**config.mk**
```make
export PLATFORM = sky130hd
export DESIGN_NAME = cdb_arbiter
export DESIGN_NICKNAME = d
export VERILOG_FILES = /design/src/rtl/cdb_arbiter.sv
export SDC_FILE = /design/constraint.sdc
export NUM_CORES = 1
export LEC_CHECK = 0
export ABC_AREA = 0
export CAP_MARGIN = 5
export CORE_MARGIN = 3
export CORE_UTILIZATION = 37
export DETAILED_ROUTE_END_ITERATION = 10
export PLACE_DENSITY = 0.94
export SLEW_MARGIN = 10
export SYNTH_ARGS = -nofsm -noshare
export SYNTH_HDL_FRONTEND = slang
export SYNTH_SLANG_ARGS = --single-unit
```
**constraint.sdc**
```tcl
create_clock -name clk -period 2.2 [get_ports clk]
set_input_delay 0.33 -clock clk [delete_from_list [all_inputs] [get_ports clk]]
set_output_delay 0.33 -clock clk [all_outputs]
set_load 0.1 [all_outputs]
```
**src/rtl/cdb_arbiter.sv**
```systemverilog
// -----------------------------------------------------------------------------
// cdb_arbiter
//
// Purpose:
//   Shares the single Common Data Bus between NUM_UNITS execution units.
//   - Each unit holds its result (valid/tag/data) until it sees its ack.
//   - One unit is granted per cycle, chosen round-robin.
//   - The winner is broadcast on a registered CDB one cycle after its ack.
//   - The registered CDB feeds the RS, ROB and regfile tag match.
//
// Ports:
//   clk        in   1                      clock, rising edge
//   rst_n      in   1                      asynchronous, active-low reset
//   req_valid  in   NUM_UNITS              unit i has a result pending
//   req_tag    in   NUM_UNITS*TAG_WIDTH    unit i tag at [i*TAG_WIDTH +: TAG_WIDTH]
//   req_data   in   NUM_UNITS*DATA_WIDTH   unit i data at [i*DATA_WIDTH +: DATA_WIDTH]
//   req_ack    out  NUM_UNITS              one-hot grant, combinational
//   cdb_stall  in   1                      consumer cannot take a broadcast now
//   cdb_flush  in   1                      pipeline flush, kills the next broadcast
//   cdb_valid  out  1                      broadcast valid (registered)
//   cdb_tag    out  TAG_WIDTH              broadcast tag
//   cdb_data   out  DATA_WIDTH             broadcast data
//   cdb_src    out  $clog2(NUM_UNITS)      index of the unit that produced it
//   busy       out  1                      any request pending or broadcast valid
// -----------------------------------------------------------------------------
module cdb_arbiter #(
    parameter int NUM_UNITS  = 4,
    parameter int TAG_WIDTH  = 6,
    parameter int DATA_WIDTH = 32
) (
    input  logic                             clk,
    input  logic                             rst_n,
    input  logic [NUM_UNITS-1:0]             req_valid,
    input  logic [NUM_UNITS*TAG_WIDTH-1:0]   req_tag,
    input  logic [NUM_UNITS*DATA_WIDTH-1:0]  req_data,
    output logic [NUM_UNITS-1:0]             req_ack,
    input  logic                             cdb_stall,
    input  logic                             cdb_flush,
    output logic                             cdb_valid,
    output logic [TAG_WIDTH-1:0]             cdb_tag,
    output logic [DATA_WIDTH-1:0]            cdb_data,
    output logic [$clog2(NUM_UNITS)-1:0]     cdb_src,
    output logic                             busy
);

    localparam int                PTR_W    = $clog2(NUM_UNITS);
    localparam logic [PTR_W-1:0]  LAST_IDX = PTR_W'(NUM_UNITS - 1);

    // -------------------------------------------------------------------------
    // State
    // -------------------------------------------------------------------------
    logic [PTR_W-1:0]      r_rr_ptr;
    logic                  r_cdb_valid;
    logic [TAG_WIDTH-1:0]  r_cdb_tag;
    logic [DATA_WIDTH-1:0] r_cdb_data;
    logic [PTR_W-1:0]      r_cdb_src;

    // -------------------------------------------------------------------------
    // Arbitration wires
    // -------------------------------------------------------------------------
    logic                  w_grant_en;
    logic [NUM_UNITS-1:0]  w_hi_mask;
    logic [NUM_UNITS-1:0]  w_req_hi;
    logic [NUM_UNITS-1:0]  w_onehot_hi;
    logic [NUM_UNITS-1:0]  w_onehot_all;
    logic [NUM_UNITS-1:0]  w_onehot;
    logic [NUM_UNITS-1:0]  w_ack;
    logic                  w_grant_valid;
    logic [PTR_W-1:0]      w_grant_idx;
    logic [TAG_WIDTH-1:0]  w_grant_tag;
    logic [DATA_WIDTH-1:0] w_grant_data;
    logic [PTR_W-1:0]      w_next_ptr;

    logic [TAG_WIDTH-1:0]  w_tag_arr  [NUM_UNITS];
    logic [DATA_WIDTH-1:0] w_data_arr [NUM_UNITS];

    // Acks are forced low while reset is held, and flush/stall block any grant.
    // Only inputs and r_rr_ptr feed this path, never the cdb_* registers, so
    // there is no flop-free loop from the broadcast back into the grant.
    assign w_grant_en = rst_n & ~cdb_stall & ~cdb_flush;

    // Split the packed request buses and build the "at or above rr_ptr" mask.
    generate
        for (genvar gi = 0; gi < NUM_UNITS; gi++) begin : g_unit
            assign w_tag_arr[gi]  = req_tag[gi*TAG_WIDTH +: TAG_WIDTH];
            assign w_data_arr[gi] = req_data[gi*DATA_WIDTH +: DATA_WIDTH];
            assign w_hi_mask[gi]  = (PTR_W'(gi) >= r_rr_ptr);
        end
    endgenerate

    assign w_req_hi = req_valid & w_hi_mask;

    // Two lowest-index-first priority encoders: one over requests at or above
    // the pointer, one over all requests. If anything sits at or above the
    // pointer it wins; otherwise the search has wrapped to the bottom.
    always_comb begin
        logic seen_hi;
        logic seen_all;
        w_onehot_hi  = '0;
        w_onehot_all = '0;
        seen_hi      = 1'b0;
        seen_all     = 1'b0;
        for (int i = 0; i < NUM_UNITS; i++) begin
            if (w_req_hi[i] && !seen_hi) begin
                w_onehot_hi[i] = 1'b1;
                seen_hi        = 1'b1;
            end
            if (req_valid[i] && !seen_all) begin
                w_onehot_all[i] = 1'b1;
                seen_all        = 1'b1;
            end
        end
    end

    assign w_onehot      = (|w_req_hi) ? w_onehot_hi : w_onehot_all;
    assign w_ack         = w_grant_en ? w_onehot : '0;
    assign w_grant_valid = |w_ack;

    // One-hot to index plus AND-OR mux of the winning tag/data.
    always_comb begin
        w_grant_idx  = '0;
        w_grant_tag  = '0;
        w_grant_data = '0;
        for (int i = 0; i < NUM_UNITS; i++) begin
            if (w_onehot[i]) begin
                w_grant_idx  = w_grant_idx | PTR_W'(i);
                w_grant_tag  = w_grant_tag | w_tag_arr[i];
                w_grant_data = w_grant_data | w_data_arr[i];
            end
        end
    end

    // Pointer moves to just past the winner so the winner becomes lowest priority.
    assign w_next_ptr = (w_grant_idx == LAST_IDX) ? '0 : (w_grant_idx + 1'b1);

    // -------------------------------------------------------------------------
    // Registered CDB and round-robin pointer
    // -------------------------------------------------------------------------
    always_ff @(posedge clk or negedge rst_n) begin
        if (!rst_n) begin
            r_rr_ptr    <= '0;
            r_cdb_valid <= 1'b0;
            r_cdb_tag   <= '0;
            r_cdb_data  <= '0;
            r_cdb_src   <= '0;
        end else if (w_grant_valid) begin
            r_rr_ptr    <= w_next_ptr;
            r_cdb_valid <= 1'b1;
            r_cdb_tag   <= w_grant_tag;
            r_cdb_data  <= w_grant_data;
            r_cdb_src   <= w_grant_idx;
        end else begin
            // Broadcast is a single-cycle pulse; payload and pointer hold.
            r_cdb_valid <= 1'b0;
        end
    end

    // -------------------------------------------------------------------------
    // Outputs
    // -------------------------------------------------------------------------
    assign req_ack   = w_ack;
    assign cdb_valid = r_cdb_valid;
    assign cdb_tag   = r_cdb_tag;
    assign cdb_data  = r_cdb_data;
    assign cdb_src   = r_cdb_src;
    assign busy      = (|req_valid) | r_cdb_valid;

endmodule

```
==> metrics.log <==
INFO  metric setup_skew = around 11 ps
INFO  metric post_cts_buffers = 0
INFO  metric rsz0062_at_grt = false
INFO  metric core_region_area = slightly below 8000 um^2
INFO  metric areaGrowthSynthToFinish = 69.05%
INFO  metric via_per_inst = between 5 and 6
INFO  metric yosys.area.top_type_share = a little over a third
INFO  metric cts_root_buf = clkbuf_8
INFO  metric num_antenna_cells = 0
INFO  metric synthesis.yosys.warnings = 0
INFO  metric first_global_vias = 3999
INFO  metric dominantRegCellSynth = dfrtp_1
INFO  metric finalCriticalPeriod = roughly 2100 ps
INFO  metric final_net_count = around 700
INFO  metric synth.largest_area_cell = dfrtp_1
INFO  metric grt_util_all_layers = 26.34%
INFO  metric boundaryPins = a little over 200
INFO  metric routed_length_per_instance = between 15 and 20 um
INFO  metric cts_buffers = 5
INFO  metric floorplan.initialDensity = 38.90%
INFO  metric vias = ~3.8k
INFO  metric layout.area.seq = between 1000 and 1500 um^2
INFO  metric detail_route.drc_violations = 0
INFO  metric dieArea = about 9500 um^2
INFO  metric asyncSetResetFlopFracSynth = 100.0%
INFO  metric port_buffers = 205
INFO  metric outcome = finished clean
INFO  metric critPathTopFamily = buffers and inverters
INFO  metric clock_path_buffers = 2
INFO  metric layout.filler_cells = 653
INFO  metric post_synth_inst_count = roughly 350
INFO  metric maxCapViolations = 0
INFO  metric timing.fmax = ~480 MHz
INFO  metric gpl_wtd_cong = 0.9026
INFO  metric syn_area = around 3000 um^2
INFO  metric multi_input_area = 1733 um^2
INFO  metric power.density_cell_area = just over 900 nW/um^2
INFO  metric top_cell_types_by_occurrence_after_synthesis = dfrtp_1, nor2_1
INFO  metric first_iter_violations = roughly 230
INFO  metric insertion_delay = ~300 ps
INFO  metric clkSinkCount = 43
INFO  metric worst_slack = approximately 95 ps
INFO  metric cp-end-kind = output pin
INFO  metric tritoncts = built
INFO  metric critPathMaxFanout = 5
INFO  metric cp_data_arrival_time = approximately 1800 ps
INFO  metric placement_stage_worst_setup_slack = -65.57 ps
INFO  metric holdWs = 201.1 ps
INFO  metric synth_edf_count = 0
INFO  metric clk_pin_slew_worst_paths = ~90 ps
INFO  metric leakage = roughly 2.2 nW
INFO  metric number_of_antenna_violations_at_the_first_check_in_global_routing = 0
INFO  metric final.period_utilization = 95.68%
INFO  metric fin_util = 65.77%
INFO  metric detail_route.first_pass.iterations = 5
INFO  metric critical_path_class = in -> out
INFO  metric route.antenna.remaining_nets = 0
INFO  metric vdd_drop_max = 0.4683 mV
INFO  metric totalPowerFinal = between 4 and 5 mW
INFO  metric setup_tns = 0 ps
INFO  metric critical_path.startpoint_type = input pin
INFO  metric seq_area_frac_synth = a little over a third
INFO  metric worstMarginPinSlew = ~560 ps
INFO  metric rows = 32
INFO  metric grt_first_pass_wirelength = 20.39 mm
INFO  metric synth_area_leaders = dfrtp_1, o211ai_1, a31oi_1
INFO  metric ys_ff_latch = 43
INFO  metric dp_hpwl = 9.383 mm
INFO  metric proportion_of_layout_cells_with_a_drive_suffix_above_1 = around a fifth
INFO  metric worstHoldPathType = in -> async
INFO  metric path_common_cell = o21a_1
INFO  metric grt_max_degree = 43
INFO  metric timing.slew.headroom = between 60 and 70%
INFO  metric wirelength = roughly 13 mm
INFO  metric worst_path_max_delay_cell = clkdlybuf4s50_1
INFO  metric crit_path_cell_trace = clkdlybuf4s50_1 -> nor2_1 -> o21a_1 -> o21a_1 -> and2_1 -> buf_12
INFO  metric number_of_buffers_and_inverters_on_the_critical_path = 2
INFO  metric chipWidth = between 90 and 100 um
INFO  metric avgSynthCellArea = slightly below 9 um^2
INFO  metric cpPeakStageDelay = 620 ps
INFO  metric setup_violations = 0
INFO  metric required = between 1500 and 2000 ps
INFO  metric final_hold_viol_count = 0
INFO  metric grt-ovfl-total = 0
INFO  metric htreeDepth = 2
INFO  metric synth_net_count = 509
INFO  metric r2r_setup_slk = between 400 and 500 ps
INFO  metric finalMaxSlewViolations = 0
INFO  metric synth_cell_types = 36
INFO  metric die_h = 97.30 um
-- per-stage QoR --
step / instance area [um^2] / cells
6_report: 5214 / 643
5_1_grt: 5214 / 643
4_1_cts: 5202 / 643
3_5_place_dp: 5105 / 635
3_3_place_gp: 5105 / 635
2_1_floorplan: 3087 / 349
-- worst register-to-register path, stage by stage (launching register included) --
cell and delay (ps):
dfrtp_1 480, nand2b_1 220, a21oi_4 160, buf_4 380, o211ai_1 220, a31oi_1 220
-- power breakdown --
group          leakage [nW]  total [mW]  internal, mW  switching, mW
Sequential            0.485        1.14          1.00          0.136
Combinational          1.62        3.20         0.868           2.34
Clock                0.0470       0.526         0.247          0.278
Total                  2.15        4.87          2.12           2.75
-- cell type report --
type / count / share of cell area [%]
clock buffer: 6 / 1.584
sequential: 43 / 20.64
tap: 102 / 2.448
inverter: 2 / 0.1440
clock inverter: 1 / 0.09599
timing repair buffer: 228 / 41.85
multi-input combinational: 261 / 33.24
-- state kept, by name, indices dropped and copies added, names as in the netlist --
name       flops
cdb_data      32
cdb_src        2
cdb_tag        6
cdb_valid      1
r_rr_ptr       2
-- cells by family (layout without fill, tap and decap cells) --
kind of cell | count (synthesis) | in the layout | share of synthesized area (%)
buf+inv | 45 | 237 | 9.898
compound gates | 128 | 128 | 34.32
flops | 43 | 43 | 34.89
simple gates | 133 | 133 | 20.89
-- cell usage in the layout, fill, tap and decap left out, types with 2 or more instances in the layout --
| master | netlist | layout |
|---|---|---|
| a221oi_2 | 14 | 14 |
| buf_12 | 0 | 6 |
| o21a_1 | 2 | 2 |
| and3_1 | 38 | 38 |
| nor2_1 | 43 | 42 |
| dlymetal6s2s_1 | 0 | 2 |
| dfrtp_1 | 43 | 43 |
| and2_1 | 2 | 2 |
| a31oi_1 | 38 | 38 |
| buf_2 | 13 | 2 |
| buf_4 | 4 | 62 |
| clkdlybuf4s50_1 | 0 | 155 |
| o211ai_1 | 38 | 38 |
| clkbuf_8 | 0 | 6 |
| a21oi_1 | 2 | 2 |
| nor2b_1 | 2 | 2 |
| nand2_1 | 38 | 38 |
| a221oi_1 | 24 | 24 |
| o21ai_0 | 2 | 2 |
-- what timing repair did --
| action | 4_1_cts | 5_1_grt |
|---|---|---|
| endpoints found under the setup margin | 0 | 4 |
| hold buffers | 1 | 0 |
| endpoints found under the hold margin | 1 | 0 |
| resized for setup | 0 | 3 |
-- final timing paths --
kind	from	to	cells after the start
worst min register to register	cdb_data[14]$_DFFE_PN0P_	cdb_data[14]$_DFFE_PN0P_	2
worst max-delay path	req_valid[1]	req_ack[2]	6
min in group clk	req_valid[3]	cdb_src[0]$_DFFE_PN0P_	3
worst max register to register	r_rr_ptr[1]$_DFFE_PN0P_	cdb_data[3]$_DFFE_PN0P_	5
worst min-delay path	rst_n	cdb_data[28]$_DFFE_PN0P_	2
max in group asynchronous	rst_n	cdb_data[27]$_DFFE_PN0P_	2
-- routing by layer --
layer	global-route usage (%)	routed length [um]
met4	8.520	382
met2	46.60	6479
met1	31.25	4901
met3	6.533	989
met5	0	0
Note: power is estimated with default switching activity, not from simulation.
